<file path="src/rtl/uart_pkg.sv">
// uart_pkg: types and constants shared by the UART receive and transmit paths.
//   uart_rx_state_t : receiver FSM states.
//   UART_SAMPLE_*   : tick-counter values at which the three mid-bit samples
//                     are taken (the majority is resolved at UART_SAMPLE_HI).
//   UART_BIT_LAST   : last tick of a bit period at 16x oversampling.
//   majority3()     : 2-of-3 vote used for bit decisions.
package uart_pkg;

  typedef enum logic [2:0] {
    IDLE  = 3'd0,
    START = 3'd1,
    DATA  = 3'd2,
    STOP  = 3'd3,
    BRK   = 3'd4
  } uart_rx_state_t;

  localparam int         UART_DATA_BITS  = 8;
  localparam logic [3:0] UART_SAMPLE_LO  = 4'd7;
  localparam logic [3:0] UART_SAMPLE_MID = 4'd8;
  localparam logic [3:0] UART_SAMPLE_HI  = 4'd9;
  localparam logic [3:0] UART_BIT_LAST   = 4'd15;

  function automatic logic majority3(input logic a, input logic b, input logic c);
    return (a & b) | (a & c) | (b & c);
  endfunction

endpackage

</file>
<file path="src/rtl/sync_fifo.sv">
// sync_fifo: single-clock show-ahead FIFO with valid/ready style read side.
//   clk, rst_n : clock, asynchronous active-low reset (empties the FIFO).
//   push       : write request; push_data is the word to store.
//   pop        : read request; only honoured while valid is high.
//   head       : oldest stored word (0 while empty).
//   valid      : FIFO not empty.
//   overrun    : one-clk pulse, registered, when a push was dropped because
//                the FIFO was full and no pop freed a slot in that cycle.
module sync_fifo #(
  parameter int WIDTH = 8,
  parameter int DEPTH = 4
) (
  input  logic             clk,
  input  logic             rst_n,
  input  logic             push,
  input  logic [WIDTH-1:0] push_data,
  input  logic             pop,
  output logic [WIDTH-1:0] head,
  output logic             valid,
  output logic             overrun
);

  localparam int AW = $clog2(DEPTH);

  // One extra pointer bit distinguishes full from empty when the
  // address bits coincide.
  logic [AW:0]      wr_ptr_reg;
  logic [AW:0]      rd_ptr_reg;
  logic [WIDTH-1:0] mem [DEPTH];
  logic             overrun_reg;

  logic empty;
  logic full;
  logic pop_ok;
  logic push_ok;

  assign empty   = (wr_ptr_reg == rd_ptr_reg);
  assign full    = (wr_ptr_reg[AW] != rd_ptr_reg[AW]) &&
                   (wr_ptr_reg[AW-1:0] == rd_ptr_reg[AW-1:0]);
  assign pop_ok  = pop & ~empty;
  // A pop in the same cycle frees the slot the push lands in.
  assign push_ok = push & (~full | pop_ok);

  always_ff @(posedge clk or negedge rst_n) begin
    if (!rst_n) begin
      wr_ptr_reg  <= '0;
      rd_ptr_reg  <= '0;
      overrun_reg <= 1'b0;
    end else begin
      if (push_ok) wr_ptr_reg <= wr_ptr_reg + 1'b1;
      if (pop_ok)  rd_ptr_reg <= rd_ptr_reg + 1'b1;
      overrun_reg <= push & ~push_ok;
    end
  end

  // Storage is not reset; the head is masked while empty instead.
  always_ff @(posedge clk) begin
    if (push_ok) mem[wr_ptr_reg[AW-1:0]] <= push_data;
  end

  assign head    = empty ? '0 : mem[rd_ptr_reg[AW-1:0]];
  assign valid   = ~empty;
  assign overrun = overrun_reg;

endmodule

</file>
<file path="src/rtl/uart_rx_fifo_rx.sv">
// uart_rx_fifo_rx: UART receive front end with 16x oversampling, 3-sample
// majority voting, framing-error detection and a small receive FIFO.
//   clk       : system clock.
//   rst_n     : asynchronous active-low reset; drops partial byte and FIFO.
//   baud_tick : one-clk pulse at 16x the baud rate; all FSM activity
//               advances only on these cycles.
//   rx        : asynchronous serial input, idles high.
//   rx_data   : FIFO head byte (0 while empty).
//   rx_valid  : FIFO not empty.
//   rx_ready  : consumer accepts the head byte when rx_valid is high.
//   frame_err : one-clk pulse when a stop bit is sampled low.
//   overrun   : one-clk pulse when a received byte is dropped (FIFO full).
//   busy      : receiver FSM is not idle.
module uart_rx_fifo_rx
  import uart_pkg::*;
#(
  parameter int OVERSAMPLE  = 16,
  parameter int FIFO_DEPTH  = 4,
  parameter int SYNC_STAGES = 2
) (
  input  logic       clk,
  input  logic       rst_n,
  input  logic       baud_tick,
  input  logic       rx,
  output logic [7:0] rx_data,
  output logic       rx_valid,
  input  logic       rx_ready,
  output logic       frame_err,
  output logic       overrun,
  output logic       busy
);

  // Only 16x oversampling is supported; this equals UART_BIT_LAST.
  localparam logic [3:0] TCNT_LAST = 4'(OVERSAMPLE - 1);
  localparam logic [2:0] IDX_LAST  = 3'(UART_DATA_BITS - 1);

  // Input synchronizer; resets to the idle-high line level.
  logic [SYNC_STAGES-1:0] sync_reg;
  logic                   rx_s;

  always_ff @(posedge clk or negedge rst_n) begin
    if (!rst_n) sync_reg <= '1;
    else        sync_reg <= {sync_reg[SYNC_STAGES-2:0], rx};
  end

  assign rx_s = sync_reg[SYNC_STAGES-1];

  // Receiver FSM state
  uart_rx_state_t state_reg, state_next;
  logic [3:0]     tcnt_reg, tcnt_next;
  logic [2:0]     idx_reg, idx_next;
  logic [7:0]     shift_reg, shift_next;
  logic           s7_reg, s7_next;
  logic           s8_reg, s8_next;
  logic           frame_err_reg, frame_err_next;
  logic           push;
  logic           maj;

  // s9 is the live sample, so the vote is only meaningful at tcnt=9.
  assign maj = majority3(s7_reg, s8_reg, rx_s);

  always_ff @(posedge clk or negedge rst_n) begin
    if (!rst_n) begin
      state_reg     <= IDLE;
      tcnt_reg      <= '0;
      idx_reg       <= '0;
      shift_reg     <= '0;
      s7_reg        <= 1'b0;
      s8_reg        <= 1'b0;
      frame_err_reg <= 1'b0;
    end else begin
      state_reg     <= state_next;
      tcnt_reg      <= tcnt_next;
      idx_reg       <= idx_next;
      shift_reg     <= shift_next;
      s7_reg        <= s7_next;
      s8_reg        <= s8_next;
      frame_err_reg <= frame_err_next;
    end
  end

  always_comb begin
    state_next     = state_reg;
    tcnt_next      = tcnt_reg;
    idx_next       = idx_reg;
    shift_next     = shift_reg;
    s7_next        = s7_reg;
    s8_next        = s8_reg;
    frame_err_next = 1'b0;
    push           = 1'b0;

    if (baud_tick) begin
      if (tcnt_reg == UART_SAMPLE_LO)  s7_next = rx_s;
      if (tcnt_reg == UART_SAMPLE_MID) s8_next = rx_s;

      case (state_reg)
        IDLE: begin
          if (!rx_s) begin
            state_next = START;
            tcnt_next  = '0;
          end
        end

        START: begin
          if (tcnt_reg == UART_SAMPLE_HI && maj) begin
            // Line went back high mid start bit: treat as a glitch.
            state_next = IDLE;
            tcnt_next  = '0;
          end else if (tcnt_reg == TCNT_LAST) begin
            state_next = DATA;
            tcnt_next  = '0;
            idx_next   = '0;
          end else begin
            tcnt_next = tcnt_reg + 4'd1;
          end
        end

        DATA: begin
          if (tcnt_reg == UART_SAMPLE_HI) shift_next[idx_reg] = maj;
          if (tcnt_reg == TCNT_LAST) begin
            tcnt_next = '0;
            if (idx_reg == IDX_LAST) state_next = STOP;
            else                     idx_next   = idx_reg + 3'd1;
          end else begin
            tcnt_next = tcnt_reg + 4'd1;
          end
        end

        STOP: begin
          // Decide at mid stop bit so a back-to-back start edge is not missed.
          if (tcnt_reg == UART_SAMPLE_HI) begin
            tcnt_next = '0;
            if (maj) begin
              push       = 1'b1;
              state_next = IDLE;
            end else begin
              frame_err_next = 1'b1;
              state_next     = BRK;
            end
          end else begin
            tcnt_next = tcnt_reg + 4'd1;
          end
        end

        BRK: begin
          // Hold off until the line is released so a break is one error.
          if (rx_s) state_next = IDLE;
        end

        default: begin
          state_next = IDLE;
          tcnt_next  = '0;
        end
      endcase
    end
  end

  sync_fifo #(
    .WIDTH (8),
    .DEPTH (FIFO_DEPTH)
  ) u_fifo (
    .clk       (clk),
    .rst_n     (rst_n),
    .push      (push),
    .push_data (shift_reg),
    .pop       (rx_ready),
    .head      (rx_data),
    .valid     (rx_valid),
    .overrun   (overrun)
  );

  assign frame_err = frame_err_reg;
  assign busy      = (state_reg != IDLE);

endmodule
</file>
<file path="config.mk">
export PLATFORM = sky130hd
export DESIGN_NAME = uart_rx_fifo_rx
export DESIGN_NICKNAME = d
export VERILOG_FILES = /design/src/rtl/uart_pkg.sv /design/src/rtl/sync_fifo.sv /design/src/rtl/uart_rx_fifo_rx.sv
export SDC_FILE = /design/constraint.sdc
export NUM_CORES = 1
export LEC_CHECK = 0
export ABC_AREA = 0
export BUFFER_PORTS_ARGS = -buffer_cell sky130_fd_sc_hd__buf_2
export CAP_MARGIN = 20
export CELL_PAD_IN_SITES_DETAIL_PLACEMENT = 1
export CELL_PAD_IN_SITES_GLOBAL_PLACEMENT = 1
export CORE_UTILIZATION = 54
export CTS_CLUSTER_DIAMETER = 150
export DETAILED_ROUTE_END_ITERATION = 10
export PLACE_DENSITY_LB_ADDON = 0.05
export REMOVE_ABC_BUFFERS = 1
export SYNTH_ARGS = -nofsm -noshare
export SYNTH_HDL_FRONTEND = slang
export SYNTH_HIERARCHICAL = 1
export SYNTH_SLANG_ARGS = --single-unit
</file>
<file path="constraint.sdc">
create_clock -name clk -period 4.52 [get_ports clk]
set_input_delay 0.678 -clock clk [delete_from_list [all_inputs] [get_ports clk]]
set_output_delay 0.678 -clock clk [all_outputs]
set_load 0.02 [all_outputs]
</file>
==> summary.txt, run 1 <==
Timing
  – Final Skew: 8.54 ps
  – Maximum clock frequency: 311 MHz
  – Slew @ Worst Pin: 929 ps
  – Unrepaired setup endpoints after global routing: false
  – Endpoints failing setup: 0
  – Final period utilization: 0.712
  – Setup WS post-layout: 1300 ps
  – Fin. Hold Viols: 0
  – Fin. max-slew vios: 0
  – Setup TNS: 0 ps
  – Minimum clock period: 3220 ps
  – Slew headroom: 0.376

Drt
  – Drt pass-1 iters: 4
  – DR vias: 1,808
  – DR WL met2: 3170 µm
  – Post-route DRC violation count: 0
  – DRT iter0 DRCs: 66
  – M1 WL: 2420 µm
  – Via/cell ratio: 5.85
  – Final wirelength: 5830 µm
  – Antenna-violating nets left: 0
  – Wire per inst: 18.9 µm
  – Top routing layer in use: met4
  – Metal3 WL: 170 µm

Critical path
  – Required @ worst endpoint: 3840 ps
  – Crit start category: register
  – Crit path max fanout: 11
  – Worst Setup End Kind: primary output
  – Crit path kind: register to primary output
  – Crit path DAT: 2540 ps

Clock network
  – Worst skew pair latency: 330 ps
  – Hold-fix buffers, CTS: 0
  – Clk sinks: 62
  – Clock-pin slew on the worst setup and hold paths: 70 ps
  – Resized Gates After CTS: 0
  – Max clock buf depth: 2
  – TritonCTS Buffers: 9
  – H-tree levels: 3
  – Root buffer cell: clkbuf_8
  – Buffers inserted by post-CTS timing repair: 0
  – CTS tree: built

Placement
  – Buffers on Ports: 16
  – RePlAce Congestion: 0.756
  – Pre-CTS setup slack: 1600 ps
  – Detailed placer's ending HPWL: 4230 µm

Floorplan
  – Die extent in y: 76.0 µm
  – Initial Utilization: 0.569
  – I/O Pins: 17
  – Full die area: 5780 µm²
  – Row Count: 26
  – Core region area: 5200 µm²
  – Die X-Extent: 76.0 µm

GRT
  – Total grt overflow: 0
  – Initial antenna violation count: 0
  – Largest net degree at the start of global routing: 31
  – Vias in the first global route: 1,937
  – Total track usage: 0.227
  – First-pass GRT wire length: 9910 µm

Synth
  – Post-synthesis sequential area ratio: 0.579
  – Share of the synthesized area in the top cell type: 0.325
  – Post-synth EDFFs: 32
  – Number of library cell types mapped by synthesis: 57
  – Yosys warns: 6
  – Dominant synthesized flop cell: edfxtp_1
  – Largest cells by area after synthesis: edfxtp_1 (32%), dfrtp_1 (24%), mux4_2 (6.1%)
  – Most numerous cell in the Yosys netlist: edfxtp_1
  – Syn Area/Cell: 13.9 µm²
  – Synth area leader: edfxtp_1
  – Synthesized netlist cell count: 213
  – Asr flop ratio synth: 0.484
  – Synth cell count leaders: edfxtp_1 (32), dfrtp_1 (28), inv_1 (11), ha_1 (10), nor2_1 (10)
  – Yosys reg bits: 62
  – Post-Syn Area: 2960 µm²

Cells and area
  – Max FFs per register: 32
  – Nets: 249
  – Fillers: 526
  – Layout cells sized above 1: 0.280
  – Layout area overhead: 10.0%
  – Final core utilization: 0.625
  – Antenna diodes: 0

Pwr
  – Worst VDD drop: 0.293 mV
  – Total power per unit cell area: 507 nW/µm²
  – Pwr Total: 0.00165 W
  – Pleak: 1.25 nW

Flow run
  – Max cap viols: 0

Run status
  – Status: complete, no violations

Min path
  – Worst Hold Class: register to register
==> power breakdown <==
group          total (W)  internal (W)  switching (W)  leakage (nW)
clock network   0.000414      0.000214       0.000200        0.0840
registers       0.000773      0.000643       0.000130         0.625
logic           0.000464      0.000208       0.000257         0.542
==> per-stage QoR <==
stage / std cells / area, µm² / hold WS (ps)
6_report: 309 / 3260 / 361
4_1_cts: 309 / 3260 / 366
5_1_grt: 309 / 3260 / 367
3_5_place_dp: 293 / 3090 / 357
3_3_place_gp: 293 / 3090 / 348
2_1_floorplan: 207 / 2920 / 345
==> cell usage in the layout, fill, tap and decap left out, types with 2 or more instances in the layout <==
cell type	n
a21o_1	4
a21oi_1	3
and3_1	3
and3_2	4
buf_2	16
clkbuf_1	3
clkbuf_8	10
dfrtp_1	28
dfstp_2	2
edfxtp_1	32
ha_1	10
inv_1	11
mux2_1	6
mux2_2	7
mux4_2	8
nand2_1	8
nand2b_1	3
nand3_1	5
nor2_1	10
nor2b_1	8
nor3_1	7
o21ai_1	4
o221ai_2	2
o31ai_1	2
or2b_1	3
xnor2_1	5
xor2_1	2
==> critical path, cell delays in order, from the launching register on <==
cell     delay (ps)
dfrtp_1         740
xor2_1          280
nor3_1          780
and2b_1         260
buf_2           150
==> routing by layer <==
metal / global-route usage / vias to the layer above
li1: - / 828
met1: 0.272 / 946
met2: 0.402 / 26
met3: 0.0599 / 8
met4: 0.0692 / 0
met5: 0 / -
==> cell families (layout without fill, tap and decap cells) <==
family	Yosys count	count (layout)	share of synthesized area
adders and majority gates	11	11	0.0461
and+or+nand+nor	67	67	0.135
AOI/OAI and AO/OA	27	27	0.0757
muxes	21	21	0.110
DFF	62	62	0.579
buffers and inverters	17	43	0.0271
xor gates and xnor gates	8	8	0.0262
==> worst paths after layout <==
kind / from / to / slack [ps] / cells after the start
max: u_fifo/rd_ptr_reg[0]$_DFFE_PN0P_ / rx_data[6] / 1300 / 4
min: sync_reg[0]$_DFF_PN1_ / sync_reg[1]$_DFF_PN1_ / 360 / 0
max reg2reg: state_reg[1]$_DFFE_PN0P_ / u_fifo/mem[1][0]$_DFFE_PP_ / 2320 / 5
min reg2reg: sync_reg[0]$_DFF_PN1_ / sync_reg[1]$_DFF_PN1_ / 360 / 0
max in group asynchronous: rst_n / u_fifo/wr_ptr_reg[1]$_DFFE_PN0P_ / 3650 / 1
min in group asynchronous: rst_n / u_fifo/rd_ptr_reg[0]$_DFFE_PN0P_ / 400 / 1
==> area by class of cell <==
| class | instances | area (µm²) | area share |
|---|---|---|---|
| Sequential cell | 62 | 1710 | 0.527 |
| Inverter | 11 | 41.3 | 0.0127 |
| Clock buffer | 13 | 149 | 0.0457 |
| Timing Repair Buffer | 16 | 80.1 | 0.0246 |
| Tap cell | 70 | 87.6 | 0.0269 |
| Clock inverter | 3 | 18.8 | 0.00576 |
| Multi-Input combinational cell | 134 | 1160 | 0.358 |
Power figures use the tool's default switching activity.
==> inputs of run 2 (changes only) <==
CORE_UTILIZATION = 50   (was 54)
clock period = 3.3 ns   (was 4.52 ns; I/O delays follow)
==> run 2 against run 1 <==
Compared with the run above: first-iteration DRC count is 9.1% lower; die area is 7.8% higher; final cell count is 0.97% higher; via count is 2.4% lower; sequential share of layout area is 0.54 points lower; largest cell class unchanged; register-to-register slack worse by 1200 ps; wire length is 4.0% lower; clock power is 55% higher; final area is 1.0% higher; global-route usage is 2.1 points lower; largest power group unchanged; critical endpoint unchanged.
==> summary.txt, run 2 (synthesis results as in run 1) <==
Clock network
  – Root buffer cell: clkbuf_8
  – Clock-pin slew on the worst setup and hold paths: 70 ps
  – Buffers inserted by post-CTS timing repair: 0
  – CTS tree: built
  – TritonCTS Buffers: 9
  – H-tree levels: 3
  – Hold-fix buffers, CTS: 0
  – Resized Gates After CTS: 0
  – Max clock buf depth: 2
  – Clk sinks: 62
  – Worst skew pair latency: 340 ps

Timing
  – Fin. Hold Viols: 0
  – Hold Slack: 196 ps
  – Maximum clock frequency: 334 MHz
  – Unrepaired setup endpoints after global routing: false
  – Fin. max-slew vios: 0
  – Minimum clock period: 3000 ps
  – Slew @ Worst Pin: 1010 ps
  – Final period utilization: 0.908
  – Endpoints failing setup: 0
  – Setup TNS: 0 ps
  – Slew headroom: 0.324
  – Final Skew: 6.56 ps

Cells and area
  – Antenna diodes: 0
  – Layout cells sized above 1: 0.283
  – Most frequent cells in the layout: edfxtp_1 (32), dfrtp_1 (28), buf_2 (16)
  – Fillers: 588
  – Multi-input gate area: 1160 µm²
  – Max FFs per register: 32
  – Reg area: 1710 µm²
  – Layout area overhead: 11.2%
  – Most common cell after layout, fill and taps aside: edfxtp_1
  – Nets: 250

Critical path
  – Critical Path Slowest Stage Cell: nor3_1
  – Worst Setup End Kind: primary output
  – Crit path DAT: 2500 ps
  – Crit path kind: register to primary output
  – Crit. path cell count: 4
  – Crit-path cells: xor2_2 -> nor3_1 -> and2b_1 -> buf_2
  – Critical Path Max Stage Delay: 850 ps
  – Crit start category: register
  – Required @ worst endpoint: 2800 ps
  – Crit path max fanout: 11
  – CP delay by family, top: simple AND/OR/NAND/NOR gates
  – WP buf/inv: 1
  – Worst Reg-to-Reg Cells: 5

Drt
  – DR vias: 1,765
  – Wire per inst: 17.9 µm
  – DRT iter0 DRCs: 60
  – Final wirelength: 5600 µm
  – Antenna-violating nets left: 0
  – Via/cell ratio: 5.66
  – Drt pass-1 iters: 4
  – Post-route DRC violation count: 0

Floorplan
  – I/O Pins: 17
  – Initial Utilization: 0.528
  – Full die area: 6230 µm²
  – Die X-Extent: 78.9 µm
  – Core region area: 5610 µm²
  – Row Count: 27
  – Die extent in y: 78.9 µm

GRT
  – Vias in the first global route: 1,927
  – Total grt overflow: 0
  – Largest net degree at the start of global routing: 31
  – First-pass GRT wire length: 9450 µm
  – Initial antenna violation count: 0
  – Total track usage: 0.206

Run status
  – Status: complete, no violations

Placement
  – Buffers on Ports: 16
  – RePlAce Congestion: 0.758
  – Detailed placer's ending HPWL: 4030 µm

Pwr
  – Pleak: 1.27 nW
  – Total power per unit cell area: 711 nW/µm²
  – Worst VDD drop: 0.410 mV

Min path
  – Worst Hold Class: primary input to asynchronous set/reset pin

Flow run
  – Max cap viols: 0
-- run 2: metrics by stage --
step,std cells,total power (W),instance area (µm²),util,setup WS (ps)
6_report,312,0.00234,3290,0.587,305
5_1_grt,312,0.00247,3290,0.587,115
4_1_cts,312,0.00237,3290,0.587,220
3_5_place_dp,296,0.00172,3100,0.552,604
3_3_place_gp,296,0.00168,3100,0.552,773
2_1_floorplan,207,0.00151,2920,-,1090
-- run 2: power by group --
| group | internal, W | switching, W | total [W] |
|---|---|---|---|
| clock network | 0.000366 | 0.000274 | 0.000640 |
| registers | 0.000882 | 0.000143 | 0.00102 |
| logic | 0.000290 | 0.000383 | 0.000673 |
-- run 2: final cells by class --
type                       instances  share of cell area
multi-input combinational        134               0.354
timing repair buffer              17              0.0266
clock buffer                      12              0.0441
clock inverter                     4              0.0141
tap                               72              0.0274
sequential                        62               0.521
inverter                          11              0.0126
-- run 2: path summary, 6_finish.rpt --
check | startpoint | to | slack (ps)
setup / recovery | u_fifo/rd_ptr_reg[1]$_DFFE_PN0P_ | rx_data[6] | 300
hold / removal | rst_n | frame_err$_DFF_PN0_ | 200
setup reg to reg | state_reg[1]$_DFFE_PN0P_ | u_fifo/mem[1][4]$_DFFE_PP_ | 1160
hold reg to reg | sync_reg[0]$_DFF_PN1_ | sync_reg[1]$_DFF_PN1_ | 360
max in group asynchronous | rst_n | u_fifo/wr_ptr_reg[0]$_DFFE_PN0P_ | 2650
min in group clk | rx | sync_reg[0]$_DFF_PN1_ | 260
-- run 2: metal layers --
layer  global-route usage  share of wire
met5                    0              0
met4               0.0982          0.022
met3               0.0379          0.023
met2                0.370           0.53
met1                0.236           0.43
==> inputs of run 3 (changes only) <==
ABC_AREA = 1   (was 0)
CORE_UTILIZATION = 47   (was 50)
==> run 3 against run 2 <==
Compared with the run above: clock-buffer cell count increased by 4; total power decreased by 22%; core utilization decreased by 3.9 points; non-clock buffer count decreased by 1; register-to-register slack got worse by 500 ps; critical path type unchanged; first-iteration DRC count increased by 83%; die area increased by 7.2%; clock power decreased by 3.6%; synthesized area increased by 0.93%; sequential power decreased by 14%; synthesized cell count increased by 48%; highest routed layer unchanged; wire length increased by 17%.
==> summary.txt, run 3 <==
Critical path
  – Worst Setup End Kind: primary output
  – Crit start category: register
  – WP buf/inv: 3
  – CP delay by family, top: flip-flops
  – Crit path max fanout: 20
  – Crit path DAT: 2170 ps
  – Required @ worst endpoint: 2800 ps
  – Crit-path cells: inv_4 -> nand2_1 -> nand2_2 -> nor2_4 -> nand2_2 -> nand2_1 -> inv_1 -> buf_2
  – Critical Path Max Stage Delay: 780 ps
  – Critical Path Slowest Stage Cell: dfrtp_1
  – Crit path kind: register to primary output

Placement
  – Buffers on Ports: 16
  – Detailed placer's ending HPWL: 4540 µm
  – RePlAce Congestion: 0.777

Cells and area
  – Layout area overhead: 10.5%
  – Nets: 353
  – Layout cells sized above 1: 0.166
  – Antenna diodes: 0
  – Max FFs per register: 32
  – Most common cell after layout, fill and taps aside: nand2_1
  – Fillers: 715
  – Most frequent cells in the layout: nand2_1 (74), inv_1 (34), edfxtp_1 (32)

GRT
  – Vias in the first global route: 2,319
  – Largest net degree at the start of global routing: 31
  – Initial antenna violation count: 0
  – Total grt overflow: 0
  – Total track usage: 0.232
  – First-pass GRT wire length: 11,100 µm

Timing
  – Final Skew: 8.42 ps
  – Minimum clock period: 2660 ps
  – Fin. Hold Viols: 0
  – Final period utilization: 0.806
  – Slew @ Worst Pin: 769 ps
  – Endpoints failing setup: 0
  – Slew headroom: 0.486
  – Maximum clock frequency: 376 MHz
  – Fin. max-slew vios: 0
  – Setup TNS: 0 ps
  – Unrepaired setup endpoints after global routing: false

Synth
  – Yosys reg bits: 62
  – Post-synthesis sequential area ratio: 0.574
  – Yosys warns: 6
  – Post-Syn Area: 2990 µm²
  – Synth area leader: edfxtp_1
  – Synthesized netlist cell count: 316
  – Post-synth EDFFs: 32
  – Synth cell count leaders: nand2_1 (74), inv_1 (34), edfxtp_1 (32), nor2_1 (30), dfrtp_1 (28)
  – Number of library cell types mapped by synthesis: 27
  – Dominant synthesized flop cell: edfxtp_1
  – Most numerous cell in the Yosys netlist: nand2_1
  – Asr flop ratio synth: 0.484
  – Syn Area/Cell: 9.45 µm²
  – Largest cells by area after synthesis: edfxtp_1 (32%), dfrtp_1 (23%), nand2_1 (9.3%)
  – Share of the synthesized area in the top cell type: 0.322

Pwr
  – Total power per unit cell area: 555 nW/µm²
  – Pleak: 1.54 nW
  – Pwr Total: 0.00183 W
  – Worst VDD drop: 0.328 mV

Floorplan
  – Die X-Extent: 81.7 µm
  – Die extent in y: 81.7 µm
  – Core region area: 6030 µm²
  – Initial Utilization: 0.496
  – Full die area: 6680 µm²
  – Row Count: 28
  – I/O Pins: 17

Clock network
  – Hold-fix buffers, CTS: 0
  – Root buffer cell: clkbuf_8
  – CTS tree: built
  – Buffers inserted by post-CTS timing repair: 0
  – Worst skew pair latency: 340 ps
  – Max clock buf depth: 2
  – Resized Gates After CTS: 0
  – Clock-pin slew on the worst setup and hold paths: 60 ps
  – Clk sinks: 62
  – TritonCTS Buffers: 9
  – H-tree levels: 3

Drt
  – Final wirelength: 6560 µm
  – DRT iter0 DRCs: 110
  – DR vias: 2,188
  – Antenna-violating nets left: 0
  – Wire per inst: 15.7 µm
  – Drt pass-1 iters: 4
  – Via/cell ratio: 5.23
  – Post-route DRC violation count: 0

Flow run
  – Max cap viols: 0

Run status
  – Status: complete, no violations

Min path
  – Worst Hold Class: primary input to asynchronous set/reset pin
[run 3: kinds of logic (layout without fill, tap and decap cells)]
family / Yosys count / after routing / share of synthesized area
AOI/OAI and AO/OA: 41 / 41 / 0.0746
xor gates and xnor gates: 3 / 3 / 0.00880
DFF: 62 / 62 / 0.574
buffers and inverters: 46 / 73 / 0.0666
and+or+nand+nor: 154 / 154 / 0.234
adders and majority gates: 10 / 10 / 0.0419
[run 3: stage by stage]
step	cell area (µm²)	setup WS [ps]	hold WS, ps	cells	utilization
final	3300	639	200	418	0.548
after global routing	3300	459	239	418	0.548
after CTS	3300	617	219	418	0.548
after detailed placement	3120	675	355	402	0.517
after global placement	3120	869	354	402	0.517
after floorplan	2940	1190	199	311	-
[run 3: area by class of cell]
| cell class | instances | area, µm² | share of cell area |
|---|---|---|---|
| well taps | 75 | 93.8 | 0.0284 |
| inverters | 41 | 156 | 0.0474 |
| flip-flops and latches | 62 | 1710 | 0.520 |
| multi-input cells | 208 | 1070 | 0.325 |
| clock buffers | 16 | 181 | 0.0550 |
| repair buffers | 16 | 80.1 | 0.0243 |
[run 3: final timing paths]
kind	slack, ps	cells after the start	start	to
max in group asynchronous	2640	1	rst_n	shift_reg[5]$_DFFE_PN0P_
hold reg to reg	360	0	sync_reg[0]$_DFF_PN1_	sync_reg[1]$_DFF_PN1_
min in group clk	250	1	rx	sync_reg[0]$_DFF_PN1_
setup / recovery	640	8	u_fifo/rd_ptr_reg[0]$_DFFE_PN0P_	rx_data[3]
setup reg to reg	660	8	tcnt_reg[1]$_DFFE_PN0P_	u_fifo/mem[2][5]$_DFFE_PP_
hold / removal	200	1	rst_n	u_fifo/rd_ptr_reg[1]$_DFFE_PN0P_
[run 3: routing by layer]
metal	share of wire	global-route usage	vias up
met2	0.51	0.403	39
met5	0	0	-
met4	0.018	0.0877	0
met1	0.44	0.269	1056
met3	0.036	0.0689	13
li1	-	-	1080
[run 3: report_power, final]
group | internal (W) | switching (W) | total [W]
clock network | 0.000341 | 0.000276 | 0.000617
logic | 0.000106 | 0.000227 | 0.000333
registers | 0.000839 | 0.0000418 | 0.000881
total | 0.00129 | 0.000544 | 0.00183
